## config.mk

```make
export PLATFORM = sky130hd
export DESIGN_NAME = hilo_div_writeback_flat
export DESIGN_NICKNAME = d
export VERILOG_FILES = /design/src/rtl/hilo_div_writeback_if.sv /design/src/rtl/hilo_div_writeback.sv /design/src/flat_wrapper.sv
export SDC_FILE = /design/constraint.sdc
export NUM_CORES = 1
export LEC_CHECK = 0
export CORE_AREA = 2 2 228 230
export DETAILED_ROUTE_END_ITERATION = 12
export DIE_AREA = 0 0 230 232
export MAX_ROUTING_LAYER = met4
export PLACE_DENSITY = 0.69
export SETUP_SLACK_MARGIN = 0.2
export SYNTH_ARGS = -nofsm -noshare
export SYNTH_HDL_FRONTEND = slang
export SYNTH_SLANG_ARGS = --single-unit
```

## constraint.sdc

```tcl
create_clock -name clk -period 2.5 [get_ports clk]
set_input_delay 0.25 -clock clk [delete_from_list [all_inputs] [get_ports clk]]
set_output_delay 0.25 -clock clk [all_outputs]
set_load 0.05 [all_outputs]
```

## src/rtl/hilo_div_writeback_if.sv

```systemverilog
// EX-stage operation bus for the HI/LO / divide writeback block.
// The EX stage drives the op fields; the block returns stall and MF results.
interface hilo_div_writeback_if #(
  parameter int unsigned XLEN = 64
);
  logic            op_valid;
  logic [2:0]      op_code;
  logic [XLEN-1:0] op_a;
  logic [XLEN-1:0] op_b;
  logic            stall;
  logic [XLEN-1:0] mf_data;
  logic            mf_valid;

  modport master (
    output op_valid, op_code, op_a, op_b,
    input  stall, mf_data, mf_valid
  );

  modport slave (
    input  op_valid, op_code, op_a, op_b,
    output stall, mf_data, mf_valid
  );
endinterface

```

## src/rtl/hilo_div_writeback.sv

```systemverilog
// Owns architectural HI/LO; launches the iterative divider with operand
// magnitudes, sign-corrects its result, and services MTHI/MTLO/MFHI/MFLO.
module hilo_div_writeback #(
  parameter int unsigned XLEN     = 64,
  parameter int unsigned MAX_WAIT = 80,
  parameter int unsigned CNT_W    = 7
) (
  input  logic                  clk,
  input  logic                  rst_n,
  hilo_div_writeback_if.slave   ex,
  output logic [XLEN-1:0]       div_a,
  output logic [XLEN-1:0]       div_b,
  input  logic [XLEN-1:0]       div_quotient,
  input  logic [XLEN-1:0]       div_remainder,
  input  logic                  div_ready,
  output logic [XLEN-1:0]       hi,
  output logic [XLEN-1:0]       lo,
  output logic                  busy,
  output logic                  dz_err,
  output logic                  to_err
);

  typedef enum logic [1:0] {IDLE, LAUNCH, WAIT, WRITE} state_t;

  localparam logic [XLEN-1:0]  MOST_NEG = {1'b1, {(XLEN-1){1'b0}}};
  localparam logic [XLEN-1:0]  ONE      = XLEN'(1);
  localparam logic [CNT_W-1:0] CNT_LAST = CNT_W'(MAX_WAIT);

  state_t          state, state_nx;
  logic [CNT_W-1:0] cnt;
  logic [CNT_W-1:0] cnt_inc;
  logic            sq, sr, ovf;
  logic            div_zero;
  logic [XLEN-1:0] abs_a, abs_b, q_mag, q_fix, r_fix;

  always_comb begin
    div_zero = (ex.op_b == '0);
    abs_a    = ex.op_a[XLEN-1] ? -ex.op_a : ex.op_a;
    abs_b    = ex.op_b[XLEN-1] ? -ex.op_b : ex.op_b;
    q_mag    = {1'b0, div_quotient[XLEN-2:0]};
    q_fix    = sq ? -q_mag : q_mag;
    r_fix    = sr ? -div_remainder : div_remainder;
    cnt_inc  = cnt + 1'b1;
    ex.stall = ex.op_valid && (state != IDLE);
  end

  always_comb begin
    state_nx = state;
    case (state)
      IDLE:   if (ex.op_valid && ex.op_code == 3'd0 && !div_zero) state_nx = LAUNCH;
      LAUNCH: state_nx = WAIT;
      // cnt counts WAIT cycles already completed; the first WAIT cycle may
      // still see the previous result's ready, so it is never accepted there.
      WAIT:   if (div_ready && cnt != '0)  state_nx = WRITE;
              else if (cnt_inc == CNT_LAST) state_nx = IDLE;
      WRITE:  state_nx = IDLE;
    endcase
  end

  always_ff @(posedge clk or negedge rst_n) begin
    if (!rst_n) state <= IDLE;
    else        state <= state_nx;
  end

  always_ff @(posedge clk or negedge rst_n) begin
    if (!rst_n) begin
      hi          <= '0;
      lo          <= '0;
      div_a       <= '0;
      div_b       <= '0;
      ex.mf_data  <= '0;
      ex.mf_valid <= 1'b0;
      busy        <= 1'b0;
      dz_err      <= 1'b0;
      to_err      <= 1'b0;
      cnt         <= '0;
      sq          <= 1'b0;
      sr          <= 1'b0;
      ovf         <= 1'b0;
    end else begin
      ex.mf_valid <= 1'b0;
      case (state)
        IDLE: if (ex.op_valid) begin
          case (ex.op_code)
            3'd0: if (div_zero) begin
              dz_err <= 1'b1;
            end else begin
              sq    <= ex.op_a[XLEN-1] ^ ex.op_b[XLEN-1];
              sr    <= ex.op_a[XLEN-1];
              // Quotient magnitude 2^(XLEN-1) collides with the divider's
              // sign flag bit, so that one case is resolved here instead.
              ovf   <= (ex.op_a == MOST_NEG) && (abs_b == ONE);
              div_a <= abs_a;
              div_b <= abs_b;
              busy  <= 1'b1;
            end
            3'd1: hi <= ex.op_a;
            3'd2: lo <= ex.op_a;
            3'd3: begin
              ex.mf_data  <= hi;
              ex.mf_valid <= 1'b1;
            end
            3'd4: begin
              ex.mf_data  <= lo;
              ex.mf_valid <= 1'b1;
            end
            default: ;
          endcase
        end
        LAUNCH: cnt <= '0;
        WAIT: begin
          cnt <= cnt_inc;
          if (state_nx == IDLE) begin
            to_err <= 1'b1;
            busy   <= 1'b0;
          end
        end
        WRITE: begin
          lo   <= ovf ? MOST_NEG : q_fix;
          hi   <= ovf ? '0 : r_fix;
          busy <= 1'b0;
        end
      endcase
    end
  end

endmodule

```

## src/flat_wrapper.sv

```systemverilog
// flat-port wrapper written by rule: the top's interface ports become plain ports
module hilo_div_writeback_flat 
#(
  parameter int unsigned XLEN     = 64,
  parameter int unsigned MAX_WAIT = 80,
  parameter int unsigned CNT_W    = 7
)
  (clk, rst_n, div_a, div_b, div_quotient, div_remainder, div_ready, hi, lo, busy, dz_err, to_err, ex_op_valid, ex_op_code, ex_op_a, ex_op_b, ex_stall, ex_mf_data, ex_mf_valid);
  hilo_div_writeback_if #(.XLEN(XLEN)) ex_i ();
  input  logic clk;
  input  logic rst_n;
  output logic [XLEN-1:0] div_a;
  output logic [XLEN-1:0] div_b;
  input  logic [XLEN-1:0] div_quotient;
  input  logic [XLEN-1:0] div_remainder;
  input  logic div_ready;
  output logic [XLEN-1:0] hi;
  output logic [XLEN-1:0] lo;
  output logic busy;
  output logic dz_err;
  output logic to_err;
  input wire logic [$bits(ex_i.op_valid)-1:0] ex_op_valid;
  input wire logic [$bits(ex_i.op_code)-1:0] ex_op_code;
  input wire logic [$bits(ex_i.op_a)-1:0] ex_op_a;
  input wire logic [$bits(ex_i.op_b)-1:0] ex_op_b;
  output wire logic [$bits(ex_i.stall)-1:0] ex_stall;
  output wire logic [$bits(ex_i.mf_data)-1:0] ex_mf_data;
  output wire logic [$bits(ex_i.mf_valid)-1:0] ex_mf_valid;
  assign ex_i.op_valid = ex_op_valid;
  assign ex_i.op_code = ex_op_code;
  assign ex_i.op_a = ex_op_a;
  assign ex_i.op_b = ex_op_b;
  assign ex_stall = ex_i.stall;
  assign ex_mf_data = ex_i.mf_data;
  assign ex_mf_valid = ex_i.mf_valid;
  hilo_div_writeback #(.XLEN(XLEN), .MAX_WAIT(MAX_WAIT), .CNT_W(CNT_W)) u_core (.clk(clk), .rst_n(rst_n), .ex(ex_i), .div_a(div_a), .div_b(div_b), .div_quotient(div_quotient), .div_remainder(div_remainder), .div_ready(div_ready), .hi(hi), .lo(lo), .busy(busy), .dz_err(dz_err), .to_err(to_err));
endmodule
```

==> impl_metrics.json, run 1 <==
{
  "cellLeakagePower_uw": 0.01570,
  "path_class": "in -> reg",
  "ys_types": 67,
  "p_clk_share_pct": 16.4,
  "cp-start-kind": "input pin",
  "grtUsageMet1_pct": 48.26,
  "ir_drop_mv": 0.9277,
  "synth-edff-count": 0,
  "clock_sinks": 336,
  "antenna_left": 0,
  "ys_async_sr_fraction_pct": 100.0,
  "grt_max_degree": 67,
  "cellInternalPower_uw": 21190,
  "cts_tree": "built",
  "coreArea_sq_mm": 0.05089,
  "worstPathRequired_ns": 2.97,
  "setup_tns_ns": -16.57,
  "syn_avg_cell_area_sq_um": 8.497,
  "crit_arrival_ns": 3.50,
  "cap_violations": 0,
  "syn_inst": 2375,
  "nNetsFinal": 3827,
  "fin_crit_sh_pct": 121.3,
  "fin_skew_ns": 0.02558,
  "wl_per_cell_um": 24.56,
  "htreeDepth": 2,
  "powerDensity_mw_per_mm2": 1140,
  "clkTransAtPathRegs_ns": 0.06,
  "gp_congestion": 0.9975,
  "drt_wl_total_um": 105400,
  "worstPathMaxFanout": 3,
  "synth_nets": 2648,
  "antenna_found_initial": 21,
  "fmax_mhz": 329.7,
  "io_pins": 588,
  "place_ws_ns": -1.445,
  "initial_core_util_pct": 39.66,
  "synth_seq_cells": 336,
  "grtUsageMet3_pct": 6.901,
  "grt_usage_pct": 37.89,
  "root_buffer": "clkbuf_16",
  "grt_overflow": 0,
  "fp.dieH_um": 232,
  "tightest_slew_ns": 0.8659,
  "yosysTopAreaCell": "dfrtp_1",
  "insertion_delay_ns": 0.60,
  "met2_usage_pct": 59.40,
  "drive_gt1_share_pct": 35.42,
  "violations": "setup timing",
  "end_kind": "flip-flop",
  "min_path_type": "in -> reg",
  "synthFlopType": "dfrtp_1",
  "synth_area_leaders": "dfrtp_1, nand2_1, xor2_1, o21ai_0, xnor2_1",
  "yosysSeqAreaShare_pct": 41.67,
  "area_growth_pct": 83.74,
  "vias": 24470,
  "drtIter0Drc": 2256,
  "relSlewSlack_pct": 42.27,
  "synthTopCellsByCount": "nand2_1, dfrtp_1, o21ai_0, nor2_1, xor2_1",
  "chipWidth_um": 230,
  "setup_viol": 151,
  "viasPerCell": 5.705,
  "cts_buffers": 43,
  "dp_hpwl_um": 78590,
  "power_frac_comb_pct": 58.4,
  "grt_pass1_wl_um": 148300,
  "hold-worst-slack_ns": 0.06427,
  "clockBufferDepth": 3,
  "busiest_layer": "met2",
  "final_hold_viol_count": 0,
  "switching_share_pct": 49.87,
  "drcViolationCount": 0,
  "status": "finished, violations left",
  "drv_slew": 0,
  "seqPwrFrac_pct": 25.2,
  "synth_top_area_share_pct": 41.67,
  "portBuffers": 586,
  "design.die.area_sq_mm": 0.05336,
  "drt_first_pass_iters": 6,
  "period_needed_ns": 3.033,
  "yosysMostFrequentCell": "nand2_1",
  "setup_ws_ns": -0.5330,
  "syn_area_sq_mm": 0.02018,
  "row_count": 83,
  "rsz0062_at_grt": "yes",
  "switching_power_uw": 21080,
  "yosysWarnings": 0,
  "grt_pass1_vias": 23120
}
area by class of cell:
| class | instances | area, sq um |
|---|---|---|
| Clock buffer | 57 | 1190 |
| Fill cell | 3691 | 13810 |
| Inverter | 28 | 107.6 |
| Clock inverter | 22 | 357.8 |
| Timing Repair Buffer | 1286 | 12420 |
| Multi-Input combinational cell | 1859 | 13680 |
| Antenna cell | 22 | 55.05 |
| Tap cell | 680 | 850.8 |
| Sequential cell | 336 | 8412 |
worst paths after layout:
path,from,endpoint,slack [ns],cells past startpoint
worst max-delay path,ex_op_a[16],u_core.div_a[44],-0.53,12
worst max register to register,u_core.cnt[0],u_core.busy,0.15,9
worst min register to register,u_core.div_a[13],u_core.div_a[13],0.48,2
worst min-delay path,div_remainder[5],u_core.hi[5],0.06,4
max in group asynchronous,rst_n,u_core.state[1],1.49,3
min in group asynchronous,rst_n,u_core.div_a[12],0.21,2
worst max-delay path: stages:
cell	delay [ns]
buf_6	0.09
or4_4	0.55
or3_4	0.36
or4_4	0.52
buf_6	0.13
or3_4	0.33
or4_4	0.43
or3_4	0.37
buf_4	0.15
nand2_2	0.06
xor2_1	0.17
o21ai_1	0.08
stage by stage:
stage,utilization (%),std cells,total power (uW),cell area [sq um]
floorplan,-,2375,23610,21060
global placement,61.95,4047,32710,31530
detailed placement,61.95,4047,33010,31530
CTS,68.32,4191,40670,34770
global route,72.86,4289,43730,37080
finish,72.86,4290,42260,37080
power by group through the flow:
stage                     sequential [uW]  clock [uW]  combinational, uW
after CTS                           10300        7000              23400
after floorplan                     17900           0               5670
after detailed placement            10300           0              22700
after global routing                10800        7200              25700
after global placement              10200           0              22500
final                               10700        6940              24700
registers in the layout, summed over array words and instances, names as in the netlist, 2 cells and up:
register,flops
u_core.div_a,64
u_core.cnt,7
u_core.hi,64
u_core.lo,64
u_core.ex.mf_data,64
u_core.div_b,64
u_core.state,2
cell usage in the layout (no fill, tap or decap), drive strengths merged, types with 7 or more instances in the layout:
master,count
buf,712
clkdlybuf4s50,491
nand2,430
dfrtp,336
o21ai,234
nor2,197
xor2,143
xnor2,105
a21oi,102
clkbuf,84
o31ai,79
mux2i,73
a31oi,69
or3,61
or4,57
nor4,33
nor3,31
o221ai,30
inv,30
nand3,27
o41ai,27
dlymetal6s2s,24
diode,22
dlygate4sd2,21
nand4,19
nor2b,19
or2,19
o21a,12
clkinv,11
ha,10
clkdlybuf4s15,10
bufinv,9
nand2b,8
o31a,7
o211ai,7
timing repair:
| item | in CTS | in global routing |
|---|---|---|
| buffers inserted | 50 | 59 |
| hold buffers | 1 | 0 |
| endpoints found under the setup margin | 225 | 227 |
| cloned | 14 | 18 |
| gates resized for setup | 411 | 428 |
| endpoints found under the hold margin | 52 | 0 |
| pin swaps | 154 | 210 |
kinds of logic after synthesis:
group	count (synthesis)	share of synthesized area, %
flops	336	41.67
mux	75	3.733
simple gates	929	21.68
buf+inv	180	3.367
fa+ha+maj	10	0.6200
xor+xnor	248	10.76
compound gates	597	18.17
layer usage:
metal  wire [um]  up-vias
met5           0        -
met2       49590     1231
li1            -    10860
met3        8791      252
met1       42000    12130
met4        4970        0
Power figures use the tool's default switching activity.
==> inputs of run 2 (changes only) <==
- PLACE_DENSITY: 0.69 -> 0.8
==> run 2 against run 1 <==
The flow still finishes with violations (setup timing). Via count up 2.2%. Clock skew up 0.0083 ns. Final area up 1.3%. Clock power down 9.1%.
==> impl_metrics.json, run 2 (synthesis gave the netlist of run 1 again) <==
{
  "status": "finished, violations left",
  "violations": "setup timing",
  "cap_violations": 0,
  "crit_arrival_ns": 3.48,
  "initial_core_util_pct": 39.66,
  "fin_util_pct": 73.81,
  "coreArea_sq_mm": 0.05089,
  "htreeDepth": 2,
  "layout_commonest_cell": "buf_4",
  "drv_slew": 0,
  "powerDensity_mw_per_mm2": 1114,
  "final_cell_mix": "buf_4, clkdlybuf4s50_1, dfrtp_1",
  "holdCritStartpoint": "ex_op_a[18]",
  "drtIter0Drc": 2257,
  "wl_per_cell_um": 24.95,
  "clockBufferDepth": 3,
  "rsz0062_at_grt": "yes",
  "reg2reg_from": "u_core.cnt[0]",
  "tightest_slew_ns": 0.9159,
  "hold-worst-slack_ns": 0.1136,
  "io_pins": 588,
  "setup_ws_ns": -0.5115,
  "antenna_left": 0,
  "grt_usage_pct": 38.47,
  "grt_overflow": 0,
  "final_hold_viol_count": 0,
  "end_kind": "flip-flop",
  "fin_skew_ns": 0.03384,
  "drcViolationCount": 0,
  "grt_max_degree": 76,
  "setup_viol": 168,
  "fp.dieH_um": 232,
  "worstPathMaxFanout": 3,
  "register_area_sq_mm": 0.008411,
  "whs_endpoint": "u_core.lo[18]",
  "fin_cells": 4287,
  "portBuffers": 586,
  "rrSetupSlack_ns": 0.03,
  "gp_congestion": 1.030,
  "row_count": 83,
  "cts_buffers": 40,
  "nNetsFinal": 3817,
  "cts_tree": "built",
  "path_class": "in -> reg",
  "relSlewSlack_pct": 38.94,
  "root_buffer": "clkbuf_16",
  "worst-r2r-cell-count": 9,
  "min_path_type": "in -> reg",
  "dp_hpwl_um": 76170,
  "worstHoldPathCells": 4,
  "period_needed_ns": 3.011,
  "clkTransAtPathRegs_ns": 0.06,
  "grt_pass1_vias": 24670,
  "insertion_delay_ns": 0.59,
  "worstPathRequired_ns": 2.97,
  "clock_sinks": 336,
  "power_uw": 41850,
  "antenna_found_initial": 31,
  "place_inst": 4024,
  "grt_pass1_wl_um": 151300,
  "fmax_mhz": 332.1,
  "fin_crit_sh_pct": 120.5,
  "fill_cells": 3474,
  "drive_gt1_share_pct": 35.52,
  "setup_tns_ns": -22.74,
  "design.die.area_sq_mm": 0.05336,
  "chipWidth_um": 230,
  "vias": 25020,
  "drt_first_pass_iters": 6,
  "viasPerCell": 5.835,
  "ir_drop_mv": 0.9599,
  "area_growth_pct": 86.13,
  "worst_r2r_endpoint": "u_core.busy",
  "cp-start-kind": "input pin",
  "cellLeakagePower_uw": 0.01597,
  "drt_wl_total_um": 107000,
  "multi_input_area_sq_mm": 0.01396
}
run 2: changes by cell type in the layout (fill, tap and decap cells not counted), sizes merged, moves of 3 or more:
cell,delta
clkbuf,-17
diode,+12
dlygate4sd2,+9
dlymetal6s2s,+9
clkdlybuf4s15,-7
clkinv,-6
bufinv,-3
clkinvlp,+3
run 2: worst max path at each step:
| stage | startpoint | endpoint | slack, ns |
|---|---|---|---|
| finish | ex_op_a[17] | u_core.div_a[46] | -0.51 |
| floorplan | ex_op_a[18] | u_core.div_a[47] | -0.87 |
| global route | ex_op_a[17] | u_core.div_a[46] | -0.53 |
| CTS | ex_op_a[17] | u_core.div_a[47] | -0.64 |
| detailed placement | ex_op_a[18] | u_core.div_a[47] | -1.49 |
| global placement | ex_op_a[18] | u_core.div_a[47] | -1.46 |
run 2: where the power goes:
group	internal, uW	switching (uW)	total [uW]
Combinational	9050	15700	24800
Clock	3780	2530	6310
Sequential	7920	2820	10700
Total	20800	21100	41800
run 2: layer usage:
metal | global-route usage (%) | routed length [um] | up-vias
li1 | - | - | 10880
met1 | 45.64 | 40450 | 12380
met2 | 62.02 | 51730 | 1423
met3 | 8.362 | 8829 | 341
met4 | 19.03 | 5968 | 0
met5 | - | 0 | -
run 2: critical path, stage by stage:
cell and delay, ns:
buf_6 0.09, or4_4 0.53, or3_4 0.39, or4_4 0.46
buf_6 0.14, or3_4 0.39, or4_4 0.43, or3_4 0.38
o31ai_4 0.19, xor2_1 0.16, o21ai_1 0.07
run 2: what timing repair did:
action | in CTS | in global routing
endpoints found under the hold margin | 62 | 0
gates cloned | 29 | 6
hold buffers | 1 | 0
buffers inserted | 72 | 50
pin swaps | 171 | 219
resized for setup | 453 | 418
setup endpoints to repair | 211 | 208
run 2: cell type report:
cell class                 count  share of cell area (%)
multi-input combinational   1859                   37.18
timing repair buffer        1279                   33.99
sequential                   336                   22.39
clock buffer                  54                   2.995
tap                          680                   2.265
clock inverter                17                  0.6762
inverter                      28                  0.2798
antenna                       34                  0.2265
run 2: stage by stage:
stage	setup WS [ns]	cell area, sq um
global placement	-1.461	31380
finish	-0.5115	37560
detailed placement	-1.492	31380
floorplan	-0.8675	21060
CTS	-0.6443	35340
global route	-0.5335	37550
==> inputs of run 3 (changes only) <==
- CORE_AREA: 2 2 228 230 -> 2 2 231 233
- DIE_AREA: 0 0 230 232 -> 0 0 233 235
- PLACE_DENSITY: 0.8 -> 0.81
- clock period: 2.5 -> 2.6 ns (I/O delays scaled with it)
==> run 3 against run 2 <==
Final cell count fell by 2.2%. The flow still finishes with violations (setup timing). Utilization fell by 5.7 points. Via count fell by 2.9%. Sequential share of layout area rose by 1.2 points. Total power fell by 6.3%. Sequential power fell by 6%.
==> impl_metrics.json, run 3 (synthesis gave the netlist of run 1 again) <==
{
  "setup_ws_ns": -0.6794,
  "nNetsFinal": 3726,
  "setup_viol": 54,
  "drcViolationCount": 0,
  "register_area_sq_mm": 0.008411,
  "grt_pass1_wl_um": 138400,
  "viasPerCell": 5.791,
  "root_buffer": "clkbuf_16",
  "place_ws_ns": -1.433,
  "row_count": 84,
  "grt_overflow": 0,
  "min_path_type": "in -> reg",
  "wl_per_cell_um": 23.87,
  "worstPathRequired_ns": 3.05,
  "status": "finished, violations left",
  "grt_max_degree": 97,
  "relSlewSlack_pct": 29.50,
  "switching_share_pct": 50.66,
  "drtIter0Drc": 2448,
  "fin_skew_ns": 0.02441,
  "path_class": "in -> reg",
  "fill_cells": 3770,
  "insertion_delay_ns": 0.59,
  "cellInternalPower_uw": 19340,
  "fmax_mhz": 304.9,
  "fin_crit_sh_pct": 126.1,
  "antenna_found_initial": 24,
  "drt_first_pass_iters": 8,
  "switching_power_uw": 19860,
  "cts_buffers": 39,
  "crit_arrival_ns": 3.72,
  "tightest_slew_ns": 1.058,
  "initial_core_util_pct": 38.63,
  "worstPathMaxFanout": 2,
  "cellLeakagePower_uw": 0.01490,
  "final_hold_viol_count": 0,
  "area_growth_pct": 76.33,
  "clock_sinks": 336,
  "hold-worst-slack_ns": 0.09121,
  "cp_slowest_cell": "or4_4",
  "seqPwrFrac_pct": 25.6,
  "drt_wl_total_um": 100100,
  "max_stage_delay_ns": 0.56,
  "period_needed_ns": 3.279,
  "power_frac_comb_pct": 59.7,
  "antenna_left": 0,
  "drive_gt1_share_pct": 31.91,
  "final_cell_mix": "buf_4, clkdlybuf4s50_1, nand2_1",
  "htreeDepth": 2,
  "chipWidth_um": 233,
  "clkTransAtPathRegs_ns": 0.06,
  "powerDensity_mw_per_mm2": 1102,
  "design.die.area_sq_mm": 0.05476,
  "cap_violations": 0,
  "fp.dieH_um": 235,
  "worst-path-buf-inv": 1,
  "gp_congestion": 0.9963,
  "layout_commonest_cell": "buf_4",
  "cp-start-kind": "input pin",
  "rsz0062_at_grt": "yes",
  "drv_slew": 0,
  "cts_tree": "built",
  "violations": "setup timing",
  "end_kind": "flip-flop",
  "vias": 24280,
  "ir_drop_mv": 0.8496,
  "dp_hpwl_um": 71410,
  "crit_family": "simple AND/OR/NAND/NOR gates",
  "worstPathCellList": "buf_6, or4_4, or3_4, or4_4, or3_4, or4_4, or3_4, o21ai_0, xor2_1, o21ai_0",
  "grt_pass1_vias": 22640,
  "io_pins": 588,
  "clockBufferDepth": 3,
  "portBuffers": 586,
  "grt_usage_pct": 34.07,
  "p_clk_share_pct": 14.6,
  "multi_input_area_sq_mm": 0.01366,
  "coreArea_sq_mm": 0.05224
}
==> run 3: changes by cell type in the layout (fill, tap and decap cells not counted), moves of 13 or more <==
cell / change
buf_4: -19
buf_6: -19
o21ai_0: +20
buf_12: -34
buf_16: -31
o21ai_2: -26
nand2_2: -13
nand2_1: +26
==> run 3: area by class of cell <==
type                            count  area share (%)
Clock inverter                     16          0.5802
Tap cell                          688           2.419
Multi-Input combinational cell   1859           38.39
Timing Repair Buffer             1189           31.44
Antenna cell                       26          0.1829
Inverter                           28          0.3094
Sequential cell                   336           23.64
Clock buffer                       51           3.042
==> run 3: what timing repair did <==
item	in CTS	in global routing
hold buffers	1	0
pin swaps	153	217
setup endpoints to repair	211	224
buffers inserted	31	34
endpoints found under the hold margin	57	0
resized for setup	301	441
cloned	1	20
==> run 3: path summary, 6_finish.rpt <==
path,from,end,slack (ns),depth (start not counted)
max in group asynchronous,rst_n,u_core.ex.mf_data[43],1.39,3
setup reg to reg,u_core.state[0],u_core.ovf,0.26,10
hold reg to reg,u_core.div_a[10],u_core.div_a[10],0.48,2
min in group asynchronous,rst_n,u_core.div_a[12],0.25,2
setup / recovery,ex_op_a[18],u_core.div_a[45],-0.68,10
hold / removal,div_remainder[22],u_core.hi[22],0.09,5
==> run 3: worst reg2reg max path, cell delays in order (launching register included) <==
cell     delay, ns
dfrtp_1       0.42
inv_1         0.12
ha_2          0.26
nand2_1       0.15
nor2_1        0.18
buf_4         0.15
nand2_1       0.11
nor2b_4       0.17
nand2_1       0.07
or3_1         0.38
o31ai_2       0.25
==> run 3: layer usage <==
layer,routed length (um),GRT usage [%],vias to the layer above
met5,0,-,-
met1,37680,42.14,11870
met2,47390,53.49,1394
li1,-,-,10650
met3,9562,8.143,372
met4,5443,13.65,0
==> run 3: stage by stage <==
step | TNS [ns] | util, % | instance area, sq um | cells | total power (uW)
3_3_place_gp | -141.37 | 59.45 | 31060 | 4013 | 31030
4_1_cts | -13.00 | 63.68 | 33260 | 4113 | 37570
3_5_place_dp | -148.55 | 59.45 | 31060 | 4013 | 31350
2_1_floorplan | -18.83 | - | 20970 | 2375 | 22650
6_report | -11.55 | 68.12 | 35580 | 4193 | 39200
5_1_grt | -16.75 | 68.11 | 35580 | 4191 | 40660
==> run 3: power groups by stage <==
stage | combinational [uW] | sequential [uW] | clock (uW)
after CTS | 22100 | 9700 | 5750
final | 23400 | 10100 | 5730
after global placement | 21400 | 9650 | 0
after global routing | 24400 | 10200 | 6000
after floorplan | 5400 | 17300 | 0
after detailed placement | 21600 | 9730 | 0
==> edit, RTL diff (settings of run 1) <==
`MAX_WAIT` is set to 80 in 2 places; all go to 40.
--- a/src/rtl/hilo_div_writeback.sv
+++ b/src/rtl/hilo_div_writeback.sv
@@ -2,7 +2,7 @@
 // magnitudes, sign-corrects its result, and services MTHI/MTLO/MFHI/MFLO.
 module hilo_div_writeback #(
   parameter int unsigned XLEN     = 64,
-  parameter int unsigned MAX_WAIT = 80,
+  parameter int unsigned MAX_WAIT = 40,
   parameter int unsigned CNT_W    = 7
 ) (
   input  logic                  clk,
--- a/src/flat_wrapper.sv
+++ b/src/flat_wrapper.sv
@@ -2,7 +2,7 @@
 module hilo_div_writeback_flat 
 #(
   parameter int unsigned XLEN     = 64,
-  parameter int unsigned MAX_WAIT = 80,
+  parameter int unsigned MAX_WAIT = 40,
   parameter int unsigned CNT_W    = 7
 )
   (clk, rst_n, div_a, div_b, div_quotient, div_remainder, div_ready, hi, lo, busy, dz_err, to_err, ex_op_valid, ex_op_code, ex_op_a, ex_op_b, ex_stall, ex_mf_data, ex_mf_valid);
Check against the original RTL: not settled (the Yosys comparison gave no result); the edit may change what the design does.
==> edit against run 1 <==
The run still ends with setup timing left; die area unchanged; worst setup slack improved by 420 ps; cell area fell by 4.0%; worst hold slack improved by 38 ps; routed wire length is 0.59% lower; synthesized area up 0.31%; first-iteration DRC count shrank 17%; combinational power decreased by 3%; total power down 2.3%; sequential cell count is the same; register-to-register slack better by 80 ps; cell count down 0.63%; sequential share of layout area rose by 0.94 points; fmax increased by 16%; critical path type unchanged; largest cell class unchanged.
==> edit: results (changes against run 1) <==
fraction of area in multi-input gates: 37.3% (+0.37 points)
Clock group: 0.00673 W (-3.0%)
final setup vio count: 1 (-99%)
distinct cell type count of the synthesized netlist: 74 (+10%)
placed wire-length estimate: 79,800 um (+1.6%)
failing checks: setup timing
Layout non-clock buf frac: 32.1% (-1.4 points)
Switching Power: 0.0207 W (-1.7%)
via/cell ratio: 5.66 (-0.78%)
Max rail drop VDD: 0.863 mV (-6.9%)
syn nets: 2,700 (+2.0%)
#MultiIn Comb: 1,914 (+3.0%)
synth cell count leaders: nand2_1, dfrtp_1, nor2_1, o21ai_0, a21oi_1
FILL cells: 4,017 (+8.8%)
Clock buf/inv share: 4.15% (-0.019 points)
synth top area cells: dfrtp_1, nand2_1, o21ai_0
crit path max fanout: 8 (+5)
ANT cells: 18 (-18%)
fraction of layout cells with a size suffix above 1: 31.7% (-3.7 points)
Tot GR Track Use: 37.9% (about the same)
Worst EP arrival: 3090 ps (-410 ps)
Final GP Congestion: 1.04 (+4.5%)
initial antenna violation count: 13 (-38%)
Flop pwr share: 25.8% (+0.6 points)
nets: 3,810 (-0.44%)
worst slew pin tran: 809 ps (-56.6 ps)
pin count of the biggest net entering global routing: 76 (+13%)
clk_skew: 20.4 ps (-5.20 ps)
setup TNS: -118 ps (+16,450 ps)
initial DRC count: 1,872 (-17%)
vias in the first global route: 23,100 (-0.28%)
leak pwr: 15.2 nW (-3.4%)
Comb pwr share: 57.9% (-0.5 points)
Pwr Density: 1160 nW/um^2 (+1.8%)
first-pass GRT wire length: 148,000 um (-0.34%)
Post-DP Area: 31,200 sq um (-1.1%)
final setup margin: -118 ps (+415 ps)
sequential element share of the synthesized area: 41.5% (-0.13 points)
Buffers, non-clock: 1,216 (-5.4%)
outcome: complete, but fails checks
Clock buffer cells: 50 (-12%)
FF+latch area: 8410 sq um (about the same)
==> edit: cell count changes in the layout (fill, tap and decap cells not counted), moves of 15 or more <==
cell	before	now
dlygate4sd2_1	21	42
buf_6	78	47
buf_4	557	536
nand2_1	311	339
nor2_1	189	228
o21ai_0	71	101
clkdlybuf4s50_1	491	462
a21oi_1	95	130
or3_1	36	19
o21ai_2	95	80
nand2_4	60	28
==> edit: what timing repair did <==
action,4_1_cts,5_1_grt
hold buffers,1,0
gates resized for setup,353,360
pin swaps,122,191
endpoints found under the hold margin,53,0
cloned,4,20
endpoints found under the setup margin,206,198
buffers inserted,48,32
==> edit: cell families (layout without fill, tap and decap cells) <==
| logic type | after synthesis | after routing | share of synthesized area (%) |
|---|---|---|---|
| AOI/OAI and AO/OA | 614 | 614 | 18.1 |
| xor gates and xnor gates | 245 | 245 | 10.6 |
| adders and majority gates | 10 | 10 | 0.618 |
| buffers and inverters | 177 | 1315 | 3.47 |
| DFF | 336 | 336 | 41.5 |
| muxes | 76 | 76 | 3.78 |
| other | 0 | 18 | 0 |
| and+or+nand+nor | 969 | 969 | 21.9 |
==> edit: worst paths after layout <==
check,from,to,slack [ps],cells past startpoint
worst min register to register,u_core.to_err,u_core.to_err,480,1
max in group asynchronous,rst_n,u_core.div_b[27],1340,3
min in group asynchronous,rst_n,u_core.ex.mf_data[59],230,2
worst max-delay path,ex_op_b[51],u_core.ovf,-120,10
worst max register to register,u_core.state[1],u_core.ovf,230,10
worst min-delay path,ex_op_b[51],u_core.div_b[51],100,4
==> edit: routing by layer <==
metal / up-vias / global-route usage (%) / wire [um]
met4: 0 / 15.4 / 4900
met5: - / - / 0
li1: 10800 / - / -
met2: 1135 / 61.1 / 49900
met3: 239 / 6.94 / 8050
met1: 11900 / 47.1 / 41800
